## src/rtl/hdlc_rx_drain.sv

```systemverilog
// hdlc_rx_drain: register-bus master that empties received frames out of the
// Hdlc controller (Rx_SC, Rx_Len, then Rx_Len bytes of Rx_Buff) and presents
// them as a valid/ready byte stream with last/error markers.
//
// Optional feature macro: HDLC_RX_DRAIN_ERRBEAT_EN
//   defined   - an errored frame emits one error beat (m_err=1, m_last=1,
//               m_data=status) before it is dropped.
//   undefined - errored frames are dropped silently; m_err is tied 0.
//
// Ports:
//   Clk, Rst             clock (rising edge), async active-low reset
//   Enable, Rx_Ready     frame start qualifier, Hdlc frame-available pin
//   Address, ReadEnable, WriteEnable, DataIn, DataOut   Hdlc register bus
//   m_valid, m_ready, m_data, m_last, m_err             output byte stream
//   Busy                 high in every state except IDLE
//   FramesOk, FramesDropped   wrapping frame counters (CNT_W bits)
module hdlc_rx_drain #(
    parameter int unsigned CNT_W   = 16,
    parameter int unsigned MAX_LEN = 126
) (
    input  logic             Clk,
    input  logic             Rst,
    input  logic             Enable,
    input  logic             Rx_Ready,
    output logic [2:0]       Address,
    output logic             ReadEnable,
    output logic             WriteEnable,
    output logic [7:0]       DataIn,
    input  logic [7:0]       DataOut,
    output logic             m_valid,
    input  logic             m_ready,
    output logic [7:0]       m_data,
    output logic             m_last,
    output logic             m_err,
    output logic             Busy,
    output logic [CNT_W-1:0] FramesOk,
    output logic [CNT_W-1:0] FramesDropped
);

    localparam logic [3:0] S_IDLE     = 4'd0;
    localparam logic [3:0] S_RD_SC    = 4'd1;
    localparam logic [3:0] S_CAP_SC   = 4'd2;
    localparam logic [3:0] S_RD_LEN   = 4'd3;
    localparam logic [3:0] S_CAP_LEN  = 4'd4;
    localparam logic [3:0] S_RD_BUF   = 4'd5;
    localparam logic [3:0] S_CAP_BUF  = 4'd6;
    localparam logic [3:0] S_PUSH     = 4'd7;
    localparam logic [3:0] S_DROP     = 4'd8;
    localparam logic [3:0] S_ERRBEAT  = 4'd9;
    localparam logic [3:0] S_WAIT_CLR = 4'd10;

    localparam logic [2:0] A_SC   = 3'd2;
    localparam logic [2:0] A_BUFF = 3'd3;
    localparam logic [2:0] A_LEN  = 3'd4;
    localparam logic [7:0] DROP_CMD = 8'h02;

    // State and datapath registers
    logic [3:0]       r_state;
    logic [7:0]       r_status;
    logic [7:0]       r_rem;
    logic [2:0]       r_addr;
    logic             r_re;
    logic             r_we;
    logic [7:0]       r_din;
    logic             r_m_valid;
    logic [7:0]       r_m_data;
    logic             r_m_last;
    logic             r_busy;
    logic [CNT_W-1:0] r_frames_ok;
    logic [CNT_W-1:0] r_frames_dropped;
`ifdef HDLC_RX_DRAIN_ERRBEAT_EN
    logic             r_m_err;
    logic             w_m_err_nxt;
`endif

    // Next-state values
    logic [3:0]       w_state_nxt;
    logic [7:0]       w_status_nxt;
    logic [7:0]       w_rem_nxt;
    logic [2:0]       w_addr_nxt;
    logic             w_re_nxt;
    logic             w_we_nxt;
    logic [7:0]       w_din_nxt;
    logic             w_m_valid_nxt;
    logic [7:0]       w_m_data_nxt;
    logic             w_m_last_nxt;
    logic [CNT_W-1:0] w_frames_ok_nxt;
    logic [CNT_W-1:0] w_frames_dropped_nxt;
    logic             w_hdr_err;

    // Header is bad on FrameError/Abort/Overflow status or an out-of-range length
    assign w_hdr_err = (|r_status[4:2]) || (DataOut == 8'd0) || (32'(DataOut) > MAX_LEN);

    // State register and registered outputs
    always_ff @(posedge Clk or negedge Rst) begin
        if (!Rst) begin
            r_state          <= S_IDLE;
            r_status         <= 8'd0;
            r_rem            <= 8'd0;
            r_addr           <= 3'd0;
            r_re             <= 1'b0;
            r_we             <= 1'b0;
            r_din            <= 8'd0;
            r_m_valid        <= 1'b0;
            r_m_data         <= 8'd0;
            r_m_last         <= 1'b0;
            r_busy           <= 1'b0;
            r_frames_ok      <= '0;
            r_frames_dropped <= '0;
`ifdef HDLC_RX_DRAIN_ERRBEAT_EN
            r_m_err          <= 1'b0;
`endif
        end else begin
            r_state          <= w_state_nxt;
            r_status         <= w_status_nxt;
            r_rem            <= w_rem_nxt;
            r_addr           <= w_addr_nxt;
            r_re             <= w_re_nxt;
            r_we             <= w_we_nxt;
            r_din            <= w_din_nxt;
            r_m_valid        <= w_m_valid_nxt;
            r_m_data         <= w_m_data_nxt;
            r_m_last         <= w_m_last_nxt;
            r_busy           <= (w_state_nxt != S_IDLE);
            r_frames_ok      <= w_frames_ok_nxt;
            r_frames_dropped <= w_frames_dropped_nxt;
`ifdef HDLC_RX_DRAIN_ERRBEAT_EN
            r_m_err          <= w_m_err_nxt;
`endif
        end
    end

    // Next-state logic; bus/stream outputs are decided for the state being entered
    always_comb begin
        w_state_nxt          = r_state;
        w_status_nxt         = r_status;
        w_rem_nxt            = r_rem;
        w_addr_nxt           = 3'd0;
        w_re_nxt             = 1'b0;
        w_we_nxt             = 1'b0;
        w_din_nxt            = 8'd0;
        w_m_valid_nxt        = 1'b0;
        w_m_data_nxt         = 8'd0;
        w_m_last_nxt         = 1'b0;
        w_frames_ok_nxt      = r_frames_ok;
        w_frames_dropped_nxt = r_frames_dropped;
`ifdef HDLC_RX_DRAIN_ERRBEAT_EN
        w_m_err_nxt          = 1'b0;
`endif
        case (r_state)
            S_IDLE: begin
                if (Enable && Rx_Ready) begin
                    w_state_nxt = S_RD_SC;
                    w_addr_nxt  = A_SC;
                    w_re_nxt    = 1'b1;
                end
            end
            S_RD_SC: w_state_nxt = S_CAP_SC;
            S_CAP_SC: begin
                w_status_nxt = DataOut;
                w_state_nxt  = S_RD_LEN;
                w_addr_nxt   = A_LEN;
                w_re_nxt     = 1'b1;
            end
            S_RD_LEN: w_state_nxt = S_CAP_LEN;
            S_CAP_LEN: begin
                if (w_hdr_err) begin
`ifdef HDLC_RX_DRAIN_ERRBEAT_EN
                    w_state_nxt   = S_ERRBEAT;
                    w_m_valid_nxt = 1'b1;
                    w_m_data_nxt  = r_status;
                    w_m_last_nxt  = 1'b1;
                    w_m_err_nxt   = 1'b1;
`else
                    w_state_nxt = S_DROP;
                    w_addr_nxt  = A_SC;
                    w_we_nxt    = 1'b1;
                    w_din_nxt   = DROP_CMD;
`endif
                end else begin
                    w_state_nxt = S_RD_BUF;
                    w_rem_nxt   = DataOut;
                    w_addr_nxt  = A_BUFF;
                    w_re_nxt    = 1'b1;
                end
            end
            S_RD_BUF: w_state_nxt = S_CAP_BUF;
            S_CAP_BUF: begin
                w_state_nxt   = S_PUSH;
                w_m_valid_nxt = 1'b1;
                w_m_data_nxt  = DataOut;
                w_m_last_nxt  = (r_rem == 8'd1);
                w_rem_nxt     = r_rem - 8'd1;
            end
            S_PUSH: begin
                if (m_ready) begin
                    if (r_m_last) begin
                        w_frames_ok_nxt = r_frames_ok + CNT_W'(1);
                        w_state_nxt     = S_WAIT_CLR;
                    end else begin
                        // Next read issues only after the current byte is taken
                        w_state_nxt = S_RD_BUF;
                        w_addr_nxt  = A_BUFF;
                        w_re_nxt    = 1'b1;
                    end
                end else begin
                    w_m_valid_nxt = 1'b1;
                    w_m_data_nxt  = r_m_data;
                    w_m_last_nxt  = r_m_last;
                end
            end
            S_DROP: begin
                w_frames_dropped_nxt = r_frames_dropped + CNT_W'(1);
                w_state_nxt          = S_WAIT_CLR;
            end
            S_ERRBEAT: begin
                if (m_ready) begin
                    w_state_nxt = S_DROP;
                    w_addr_nxt  = A_SC;
                    w_we_nxt    = 1'b1;
                    w_din_nxt   = DROP_CMD;
                end else begin
                    w_m_valid_nxt = 1'b1;
                    w_m_data_nxt  = r_status;
                    w_m_last_nxt  = 1'b1;
`ifdef HDLC_RX_DRAIN_ERRBEAT_EN
                    w_m_err_nxt   = 1'b1;
`endif
                end
            end
            S_WAIT_CLR: begin
                // Wait for Hdlc to retire the frame so it is not read twice
                if (!Rx_Ready) w_state_nxt = S_IDLE;
            end
            default: w_state_nxt = S_IDLE;
        endcase
    end

    assign Address       = r_addr;
    assign ReadEnable    = r_re;
    assign WriteEnable   = r_we;
    assign DataIn        = r_din;
    assign m_valid       = r_m_valid;
    assign m_data        = r_m_data;
    assign m_last        = r_m_last;
    assign Busy          = r_busy;
    assign FramesOk      = r_frames_ok;
    assign FramesDropped = r_frames_dropped;
`ifdef HDLC_RX_DRAIN_ERRBEAT_EN
    assign m_err         = r_m_err;
`else
    assign m_err         = 1'b0;
`endif

endmodule

```

## config.mk

```make
export PLATFORM = sky130hd
export DESIGN_NAME = hdlc_rx_drain
export DESIGN_NICKNAME = d
export VERILOG_FILES = /design/src/rtl/hdlc_rx_drain.sv
export SDC_FILE = /design/constraint.sdc
export NUM_CORES = 1
export LEC_CHECK = 0
export ABC_AREA = 1
export CAP_MARGIN = 20
export CORE_UTILIZATION = 58
export CTS_BUF_LIST = sky130_fd_sc_hd__clkbuf_8
export CTS_CLUSTER_DIAMETER = 30
export DETAILED_ROUTE_END_ITERATION = 6
export GPL_ROUTABILITY_DRIVEN = 1
export PLACE_DENSITY_LB_ADDON = 0.3
export SYNTH_ARGS = -nofsm -noshare
export SYNTH_HDL_FRONTEND = slang
export SYNTH_SLANG_ARGS = --single-unit
```

## constraint.sdc

```tcl
create_clock -name Clk -period 2.65 [get_ports Clk]
set_clock_uncertainty 0.1 [all_clocks]
set_input_delay 0.265 -clock Clk [delete_from_list [all_inputs] [get_ports Clk]]
set_output_delay 0.265 -clock Clk [all_outputs]
set_load 0.01 [all_outputs]
```

==> summary.txt <==
RUN STATUS
---------------------------------------------------------------------------------
Outcome ............................................................    completed

WORST SETUP PATH
---------------------------------------------------------------------------------
Crit-path slowest cell ............................................. sky130_fd_sc_hd__clkdlybuf4s50_1
Logic depth of the worst setup path including buffers ..............            1
Kind of end point of the critical path ............................. primary output
Worst r2r src ......................................................  FramesOk[1]
Depth of the worst register-to-register path .......................            7
Critical path's top delay family ................................... buffers and inverters
Destination of the worst register-to-register timing path .......... FramesOk[12]
Slack of the worst reg-to-reg path .................................       900 ps
Kind of launch point of the worst setup path .......................    flip-flop
Crit path required time ............................................      2290 ps
Buffering stage count on the worst path with inverters included ....            1
Category of the most critical setup path ...........................   reg -> out
Critical-path maximum fanout .......................................            6
Arrival time worst endpoint ........................................      1400 ps
Critical-path cell list ............................................ clkdlybuf4s50_1
Peak per-stage delay on the critical path ..........................       580 ps

POWER AND IR DROP
---------------------------------------------------------------------------------
Power density over cell area ....................................... 713.8 nW/um^2
Clock Power Share ..................................................        0.267
Switching Share ....................................................       0.3458
Combinational Power Share ..........................................        0.290
Leakage ............................................................  0.002161 uW
PnR Total Power ....................................................      3205 uW
Maximum vdd drop ...................................................    0.5480 mV
Total net switching power ..........................................      1108 uW
Part of the power in registers .....................................        0.443
Pint ...............................................................      2097 uW

RUN
---------------------------------------------------------------------------------
Maximum Capacitance Violations .....................................            0

ROUTE
---------------------------------------------------------------------------------
Length of the first detailed-routing pass in iterations ............            5
Detail-routed via count per cell ...................................        5.410
Wirelength per Cell ................................................     13.57 um
Starting DRT DRC Count .............................................          253
Vias after detailed routing ........................................         3230
Remaining design rule violation count ..............................            0
Post-route antenna net violation count .............................            0
Total wire length after detailed routing ...........................     8.103 mm

TIMING
---------------------------------------------------------------------------------
Tightest Pin Transition ............................................     758.7 ps
RSZ-0062 raised after global routing ...............................           no
Final hold viol count ..............................................            0
Max Clk Rate .......................................................    567.7 MHz
Worst slew margin relative to its limit ............................       0.4942
Period utilisation layout ..........................................       0.6647
Post-route minimum period ..........................................      1762 ps
Max Transition Viols Final .........................................            0
Final setup fails ..................................................            0
Final hold slack ...................................................     391.3 ps
Setup Total Neg Slack ..............................................         0 ps

CTS
---------------------------------------------------------------------------------
PostCTS Resize Cnt .................................................            0
Setup bufs post-CTS ................................................            0
Clock tree from TritonCTS ..........................................          yes
Clk Tree Root Cell ................................................. sky130_fd_sc_hd__clkbuf_8
Clock network latency to the later pin of the worst-skew pair ......       350 ps
Hold-fix buffers at CTS ............................................            1
Clock slew seen by the registers of the worst setup and hold paths .        70 ps
Sink count of the clock tree .......................................           68
Maximum buffer depth of the clock tree .............................            2
CTS buffer count ...................................................            9
Number of levels in the clock H-tree ...............................            3

SYNTH
---------------------------------------------------------------------------------
Post-synth design cell area ........................................    3632 um^2
Count of unique library cells instantiated by Yosys ................           33
Most frequently used flop master after synthesis ................... sky130_fd_sc_hd__dfrtp_1
Synthesized area per cell ..........................................   8.072 um^2
Gate count of the mapped netlist ...................................          450
Sequential-to-total area share from yosys stat .....................       0.4685
Yosys synthesis warning count ......................................            0
Number of flops mapped to enable cells by yosys ....................            0
Fraction of synthesis flops using an asynchronous set or reset pin .        1.000
Synthesis-stage register bit count .................................           68

FINAL LAYOUT
---------------------------------------------------------------------------------
Antenna diodes .....................................................            0
Most common library cell in the layout ignoring fill and taps ...... sky130_fd_sc_hd__nand2_1
Leading cell types in the layout, fill and taps excluded ........... sky130_fd_sc_hd__nand2_1, sky130_fd_sc_hd__dfrtp_1, sky130_fd_sc_hd__clkdlybuf4s50_1, sky130_fd_sc_hd__inv_1, sky130_fd_sc_hd__nor2_1
Register area ......................................................    1702 um^2
Layout area overhead ...............................................       23.63%
Layout cells sized above 1 .........................................      0.09387
Net count, final ...................................................          536
Post-route insts no fill ...........................................          597
Total area of multi-input combinational cells ......................    1644 um^2
Filler cell count in the final layout ..............................          439
Final core area utilization ........................................       0.7496

FLOORPLAN
---------------------------------------------------------------------------------
Core Region ........................................................    5991 um^2
Starting Density ...................................................       0.6063
Number of cell rows ................................................           28
Chip height ........................................................     81.14 um
Count of boundary I/O pins .........................................           70
Die W ..............................................................     81.14 um
Area of the die ....................................................    6583 um^2

GRT
---------------------------------------------------------------------------------
Via count of the first global-routing pass .........................         3058
Global routing's busiest layer .....................................         met2
Number of antenna violations at the first check in global routing ..            0
Met1 track demand over resource ....................................       0.3309
GRT Total Usage ....................................................       0.2759
Global-route wire length before repair .............................     13.59 mm
Met2 global-route usage ............................................       0.4756
Pin count of the biggest net entering global routing ...............           38
Grt ovf ............................................................            0
Global-route track usage on met3 ...................................      0.05730

PLACED DESIGN
---------------------------------------------------------------------------------
Gp weighted congestion .............................................       0.8885
Port Buf Inserts ...................................................           61
Placed insts .......................................................          582
Final HPWL from detailed placement .................................     5.915 mm

WORST HOLD PATH
---------------------------------------------------------------------------------
Min-Delay Path Class ...............................................   reg -> reg
Cell count of the worst hold path ..................................            2
Hold path startpoint ...............................................  r_status[7]
Sink of the worst hold path ........................................  r_status[7]

synth_stat cells (2+ instances only):
library cell               count  area, um^2
sky130_fd_sc_hd__nor2_2        8       50.05
sky130_fd_sc_hd__nand2_1     133       499.2
sky130_fd_sc_hd__xor2_1       14       122.6
sky130_fd_sc_hd__inv_1        50       187.7
sky130_fd_sc_hd__nor3_2        2       20.02
sky130_fd_sc_hd__nand2_2       5       31.28
sky130_fd_sc_hd__a21oi_1       6       30.03
sky130_fd_sc_hd__ha_1          4       50.05
sky130_fd_sc_hd__nand4_1       9       56.30
sky130_fd_sc_hd__inv_2         7       26.28
sky130_fd_sc_hd__nor2_1       31       116.4
sky130_fd_sc_hd__nand2_4       2       22.52
sky130_fd_sc_hd__o211ai_1     11       82.58
sky130_fd_sc_hd__nor3_1       11       55.05
sky130_fd_sc_hd__nor2_4        5       56.30
sky130_fd_sc_hd__dfrtp_1      68        1702
sky130_fd_sc_hd__xnor2_1       7       61.31
sky130_fd_sc_hd__o21ai_1       6       30.03
sky130_fd_sc_hd__nand3_1      29       145.1
sky130_fd_sc_hd__nand3b_1      2       15.01
sky130_fd_sc_hd__buf_4        10       75.07
sky130_fd_sc_hd__o21ai_0      19       95.09
logic make-up (layout without fill, tap and decap cells):
group,Yosys count,after routing,synth area share
xor+xnor,21,21,0.05064
compound gates,44,44,0.07027
simple gates,241,241,0.3097
fa+ha+maj,4,4,0.01378
flops,68,68,0.4685
buf+inv,71,136,0.08612
other cells,1,8,0.001032
sequential cells by signal, indices dropped and copies added, names as in the netlist:
name	count
Address	3
ReadEnable	1
FramesOk	16
r_status	8
m_valid	1
r_state	4
r_rem	8
m_data	8
m_last	1
Busy	1
DataIn	1
FramesDropped	16
metrics by stage:
stage	setup slack [ps]	cell area [um^2]
2_1_floorplan	1090	3659
3_3_place_gp	656.7	4290
3_5_place_dp	576.7	4290
4_1_cts	878.8	4491
5_1_grt	686.7	4491
6_report	888.5	4491
power groups by stage:
stage,combinational [uW],clock [uW],sequential [uW]
after global placement,888,0,1430
after detailed placement,924,0,1430
after global routing,1050,915,1450
final,929,857,1420
after CTS,926,869,1420
after floorplan,583,0,1440
per-layer routing:
layer	vias to the layer above	routed length (um)
met5	-	0
met4	0	162
met3	13	337
met2	106	4125
met1	1564	3477
li1	1547	-
layout make-up:
class                      instances  area share
inverter                          58     0.04848
timing repair buffer              64      0.1432
tap                               75     0.02090
clock inverter                     3    0.008637
multi-input combinational        318      0.3661
clock buffer                      11     0.03371
sequential                        68      0.3789
worst max path at each step:
stage                                 from               end
after floorplan                FramesOk[1]       FramesOk[8]
after global placement             m_ready      FramesOk[12]
after detailed placement           m_ready      FramesOk[12]
after CTS                 FramesDropped[9]  FramesDropped[9]
after global routing            r_state[2]      FramesOk[12]
final                     FramesDropped[9]  FramesDropped[9]
Power figures use the tool's default switching activity.
